$ cat config.mk
export PLATFORM = sky130hd
export DESIGN_NAME = sub_nbits_seq
export DESIGN_NICKNAME = d
export VERILOG_FILES = /design/src/rtl/sub_pkg.sv /design/src/rtl/sub_digit.sv /design/src/rtl/sub_nbits_seq.sv
export SDC_FILE = /design/constraint.sdc
export NUM_CORES = 1
export LEC_CHECK = 0
export CORE_UTILIZATION = 35
export CTS_CLUSTER_SIZE = 10
export DETAILED_ROUTE_END_ITERATION = 12
export PLACE_DENSITY = 0.56
export SLEW_MARGIN = 20
export SYNTH_ARGS = -nofsm -noshare
export SYNTH_HDL_FRONTEND = slang
export SYNTH_SLANG_ARGS = --single-unit
$ cat constraint.sdc
create_clock -name clk -period 2.64 [get_ports clk]
set_input_delay 0.528 -clock clk [delete_from_list [all_inputs] [get_ports clk]]
set_output_delay 0.528 -clock clk [all_outputs]
set_load 0.03 [all_outputs]
$ cat src/rtl/sub_pkg.sv
// ---------------------------------------------------------------------------
// sub_pkg
// Shared definitions for the sequential ULA subtractor.
//   state_t      : controller states (IDLE, RUN, DONE)
//   FLAG_*       : bit positions inside the registered status-flag vector
//   steps()      : number of digit steps needed for a WIDTH-bit operation
//   stepBits()   : width of the step counter for a given step count
// ---------------------------------------------------------------------------
package sub_pkg;

    typedef enum logic [1:0] {
        IDLE = 2'd0,
        RUN  = 2'd1,
        DONE = 2'd2
    } state_t;

    localparam int FLAG_BORROW = 0;
    localparam int FLAG_OVF    = 1;
    localparam int NUM_FLAGS   = 2;

    function automatic int steps(input int width, input int digit);
        return width / digit;
    endfunction

    // A single-step configuration still needs a 1-bit counter so the
    // declaration never collapses to zero width.
    function automatic int stepBits(input int stepCount);
        return (stepCount < 2) ? 1 : $clog2(stepCount);
    endfunction

endpackage

$ cat src/rtl/sub_digit.sv
// ---------------------------------------------------------------------------
// sub_digit
// Combinational ripple of DIGIT full-subtractor cells computing
// i_x - i_y - i_bin over one digit.
// Ports:
//   i_x    [DIGIT-1:0]  minuend digit
//   i_y    [DIGIT-1:0]  subtrahend digit
//   i_bin               borrow into the least significant cell
//   o_d    [DIGIT-1:0]  difference digit
//   o_bout              borrow out of the most significant cell
// ---------------------------------------------------------------------------
module sub_digit #(
    parameter int DIGIT = 2
) (
    input  logic [DIGIT-1:0] i_x,
    input  logic [DIGIT-1:0] i_y,
    input  logic             i_bin,
    output logic [DIGIT-1:0] o_d,
    output logic             o_bout
);

    logic [DIGIT:0] w_borrow;

    assign w_borrow[0] = i_bin;

    // Each cell borrows when x < y, or when x == y and a borrow arrives
    // from the cell below.
    for (genvar g = 0; g < DIGIT; g++) begin : g_cell
        assign o_d[g]         = i_x[g] ^ i_y[g] ^ w_borrow[g];
        assign w_borrow[g+1]  = (~i_x[g] & i_y[g]) | (~(i_x[g] ^ i_y[g]) & w_borrow[g]);
    end

    assign o_bout = w_borrow[DIGIT];

endmodule

$ cat src/rtl/sub_nbits_seq.sv
// ---------------------------------------------------------------------------
// sub_nbits_seq
// Multi-cycle subtractor for the ULA: T = A - B over WIDTH bits, processing
// DIGIT bits per clock with a start/done handshake. A single sub_digit slice
// is reused on every step; partial results are collected in a shadow
// register so the visible result only changes when a whole operation ends.
// Ports:
//   clk    rising-edge clock
//   rst    synchronous active-high reset
//   start  request, sampled only while idle
//   a, b   [WIDTH-1:0] minuend / subtrahend, captured on accepted start
//   en     output enable, gates t/flag/ovf/zero combinationally
//   busy   high while digits are being processed
//   done   one-cycle pulse when a new result becomes valid
//   t      [WIDTH-1:0] difference modulo 2^WIDTH
//   flag   final borrow (a < b unsigned)
//   ovf    signed overflow of a - b
//   zero   difference equals zero
// ---------------------------------------------------------------------------
module sub_nbits_seq
    import sub_pkg::*;
#(
    parameter int WIDTH = 8,
    parameter int DIGIT = 2
) (
    input  logic             clk,
    input  logic             rst,
    input  logic             start,
    input  logic [WIDTH-1:0] a,
    input  logic [WIDTH-1:0] b,
    input  logic             en,
    output logic             busy,
    output logic             done,
    output logic [WIDTH-1:0] t,
    output logic             flag,
    output logic             ovf,
    output logic             zero
);

    localparam int STEPS  = steps(WIDTH, DIGIT);
    localparam int STEP_W = stepBits(STEPS);

    if (WIDTH < 2 || DIGIT < 1 || (WIDTH % DIGIT) != 0) begin : g_paramCheck
        $error("sub_nbits_seq: WIDTH must be >= 2 and a multiple of DIGIT");
    end

    state_t               r_state;
    logic [WIDTH-1:0]     r_a;
    logic [WIDTH-1:0]     r_b;
    logic [WIDTH-1:0]     r_shadow;
    logic [WIDTH-1:0]     r_result;
    logic [STEP_W-1:0]    r_step;
    logic                 r_borrow;
    logic [NUM_FLAGS-1:0] r_flags;
    logic                 r_busy;
    logic                 r_done;

    logic [DIGIT-1:0]     w_x;
    logic [DIGIT-1:0]     w_y;
    logic [DIGIT-1:0]     w_d;
    logic                 w_bout;
    logic [WIDTH-1:0]     w_shadowNext;
    logic                 w_lastStep;
    logic                 w_ovf;

    // Select the current digit of both latched operands and merge the
    // freshly computed difference digit into a copy of the shadow register.
    // On the last step w_shadowNext is the complete result, which is also
    // what the overflow flag must look at.
    always_comb begin
        w_x          = r_a[int'(r_step)*DIGIT +: DIGIT];
        w_y          = r_b[int'(r_step)*DIGIT +: DIGIT];
        w_shadowNext = r_shadow;
        w_shadowNext[int'(r_step)*DIGIT +: DIGIT] = w_d;
        w_lastStep   = (r_step == STEP_W'(STEPS - 1));
        w_ovf        = (r_a[WIDTH-1] ^ r_b[WIDTH-1]) & (r_a[WIDTH-1] ^ w_shadowNext[WIDTH-1]);
    end

    sub_digit #(
        .DIGIT (DIGIT)
    ) u_digit (
        .i_x    (w_x),
        .i_y    (w_y),
        .i_bin  (r_borrow),
        .o_d    (w_d),
        .o_bout (w_bout)
    );

    // Controller and datapath registers. busy and done are registered
    // alongside the state so they change exactly on state transitions.
    // The visible result and flags are written only when entering DONE.
    always_ff @(posedge clk) begin
        if (rst) begin
            r_state  <= IDLE;
            r_a      <= '0;
            r_b      <= '0;
            r_shadow <= '0;
            r_result <= '0;
            r_step   <= '0;
            r_borrow <= 1'b0;
            r_flags  <= '0;
            r_busy   <= 1'b0;
            r_done   <= 1'b0;
        end else begin
            case (r_state)
                IDLE: begin
                    r_done <= 1'b0;
                    if (start) begin
                        r_a      <= a;
                        r_b      <= b;
                        r_shadow <= '0;
                        r_step   <= '0;
                        r_borrow <= 1'b0;
                        r_busy   <= 1'b1;
                        r_state  <= RUN;
                    end
                end
                RUN: begin
                    r_shadow <= w_shadowNext;
                    r_borrow <= w_bout;
                    r_step   <= r_step + STEP_W'(1);
                    if (w_lastStep) begin
                        r_result              <= w_shadowNext;
                        r_flags[FLAG_BORROW]  <= w_bout;
                        r_flags[FLAG_OVF]     <= w_ovf;
                        r_busy                <= 1'b0;
                        r_done                <= 1'b1;
                        r_state               <= DONE;
                    end
                end
                DONE: begin
                    r_done  <= 1'b0;
                    r_state <= IDLE;
                end
                default: begin
                    r_busy  <= 1'b0;
                    r_done  <= 1'b0;
                    r_state <= IDLE;
                end
            endcase
        end
    end

    assign busy = r_busy;
    assign done = r_done;
    assign t    = en ? r_result : '0;
    assign flag = en & r_flags[FLAG_BORROW];
    assign ovf  = en & r_flags[FLAG_OVF];
    assign zero = en & ~(|r_result);

endmodule

==> results.cfg <==
[yosys]
synthCells = 220
yosysUniqueCellTypes = 34
synth_ff_type = dfxtp_1
ys_seq_elements = 41
synth_area_um2 = 1980
avgSynthCellArea_um2 = 8.99
synth_area_leaders = dfxtp_1 (42%), nand2_1 (7.8%), nor2b_1 (5.4%)
synth_top_cell_by_area = dfxtp_1
yosysSeqAreaShare_pct = 41.5
synth_fp_nets = 248
synth_top_area_share_pct = 41.5
synth_edf_count = 0
yosysWarningCount = 0
synth_common_cells = dfxtp_1 (41), nand2_1 (41), a21oi_1 (18)
async_reset_ff_share_pct = 0

[clock_network]
clkTransAtPathRegs_ns = 0.09
cts_inserted_buffers = 5
clk_latency_ns = 0.29
cts.htree.levels = 2
cts.path.max_buffers = 2
hold_buffers = 0
numClockSinks = 41
cts_root_buffer = clkbuf_8
cts_tree = built

[pwr]
finalPower_mw = 1.24
irDropWorstVdd_mv = 0.299
power_leakage_nw = 0.893
p_per_area_nw_per_um2 = 500

[routing]
drt_iter0_drc = 55
wl_um = 3990
first_pass_iters = 4
wire_per_inst_um = 12.2
via_per_inst = 4.68
drcViolationCount = 0
drtAntennaViolNets = 0
routed-via-count = 1530

[hold_path]
holdPathStages = 2
min_from = r_b[5]
hold-path-endpoint = r_b[5]
hp-class = reg2reg

[worst_setup_path]
path_cells = clkdlybuf4s50_1, and2_1, clkdlybuf4s50_1
crit_top_cell = clkdlybuf4s50_1
reg2reg_to = r_flags[1]
crit_slowest_cell = clkdlybuf4s50_1
r2r_start = r_step[0]
cpLargestDelayFamily = buffers and inverters
start_kind = input port
cp.arrival_ns = 1.99
crit_path_end_kind = output port
r2r_setup_slack_ns = 0.12
worst-path-buf-inv = 2
crit_type = in2out
critPathMaxFanout = 11
cpPeakStageDelay_ns = 0.67
reg2reg_depth = 8
cp.required_ns = 2.11

[die]
die-area_um2 = 5950
initial_core_util_pct = 37.5
die_w_um = 77.2
ios = 33
die_height_um = 77.2
coreArea_um2 = 5270
num_rows = 26

[grt]
grt_overflow = 0
first_global_vias = 1465
grt_pass1_wl_um = 7040
antenna_found_initial = 0
globalRouteTotalUtil_pct = 14.6
grt_max_degree = 42

[timing]
setup_viol = 0
finalSetupTns_ns = 0
rsz0062_at_grt = no
maxSlewViolCount = 0
hold_viol = 0
tightest_slew_ns = 0.598
finalCriticalPeriod_ns = 2.52
skew_ns = 0.0133
maxSlewHeadroom_pct = 60.1
fin_crit_sh_pct = 95.5
fmax_ghz = 0.397

[cells_and_area]
nets = 284
num_antenna_cells = 0
drive_gt1_share_pct = 14.8
syn2layout_area_growth_pct = 25.6

[job]
max_cap_violations = 0

[placed_design]
hpwlAfterDp_um = 2860
place_congestion = 0.723
port_buffers = 32

[run_status]
outcome = finished clean
-- cell families (layout without fill, tap and decap cells) --
group                      count (synthesis)  in the layout  synth area share, %
AOI/OAI and AO/OA                         47             47                 16.7
adders and majority gates                  8              8                 5.82
buffers and inverters                     19             56                 5.51
DFF                                       41             41                 41.5
muxes                                      7              7                 6.08
and+or+nand+nor                           98             98                 24.4
-- how the worst max path moves through the flow --
stage / from / to / slack, ns / depth (start not counted)
2_1_floorplan: r_step[0] / r_flags[1] / 0.008 / 9
3_3_place_gp: r_step[0] / r_flags[1] / 0.11 / 8
3_5_place_dp: r_step[0] / r_flags[1] / 0.06 / 8
4_1_cts: r_step[0] / r_flags[1] / 0.04 / 8
5_1_grt: r_step[0] / r_flags[1] / 0.02 / 8
6_report: en / flag / 0.12 / 3
-- registers in the layout (all words and copies together), names as in the netlist --
name and count:
r_shadow 8, r_flags 2, r_b 8, done 1, r_a 8, busy 1
r_step 2, r_borrow 1, r_state 2, r_result 8
-- per-stage QoR --
step	hold WS [ns]	setup slack [ns]	cell area [um^2]	instances	util [%]
4_1_cts	0.458	0.0411	2450	326	46.6
6_report	0.455	0.120	2480	327	47.1
3_5_place_dp	0.446	0.0571	2370	318	44.9
2_1_floorplan	0.433	0.00780	1980	220	-
5_1_grt	0.478	0.0151	2480	327	47.1
3_3_place_gp	0.441	0.112	2370	318	44.9
-- worst reg2reg max path, delay by kind of cell (launching register included) --
kind | cells | cell delay (ns)
DFF | 1 | 0.37
AOI/OAI and AO/OA | 2 | 0.29
buffers and inverters | 1 | 0.06
and+or+nand+nor | 1 | 0.16
muxes | 2 | 0.74
adders and majority gates | 2 | 0.78
-- layer usage --
metal / vias to the layer above / routed length [um] / GRT usage, %
met2: 28 / 1800 / 22.6
met3: 2 / 133 / 3.33
met1: 684 / 2030 / 20.0
met5: - / 0 / 0
met4: 0 / 20 / 4.53
li1: 816 / - / -
-- layout by cell type (no fill, tap or decap), types with 3 or more instances in the layout --
cell type / instances
ha_1: 6
dfxtp_1: 40
nand2_1: 41
inv_1: 6
mux4_2: 4
nor2_1: 16
a21oi_1: 18
mux2i_1: 3
buf_4: 10
nor2b_1: 16
and2_1: 11
a31oi_1: 3
clkbuf_8: 5
nand2b_1: 3
a22oi_1: 3
o21ai_0: 6
a211oi_2: 8
clkdlybuf4s50_1: 31
-- power breakdown --
group / leakage, nW / internal (mW) / total, mW / switching, mW
Combinational: 0.522 / 0.0918 / 0.186 / 0.0946
Sequential: 0.334 / 0.639 / 0.654 / 0.0145
Clock: 0.0374 / 0.186 / 0.403 / 0.217
-- area by class of cell --
cell class | count | area [um^2]
multi-input combinational | 160 | 1070
clock buffer | 6 | 72.6
timing repair buffer | 41 | 385
sequential | 41 | 825
inverter | 7 | 26.3
fill | 527 | 2790
clock inverter | 2 | 15.0
tap | 70 | 87.6
-- timing repair --
item | in CTS | in global routing
endpoints found under the setup margin | 0 | 7
gates resized for setup | 0 | 6
setup buffers | 0 | 1
Note: power is estimated with default switching activity, not from simulation.
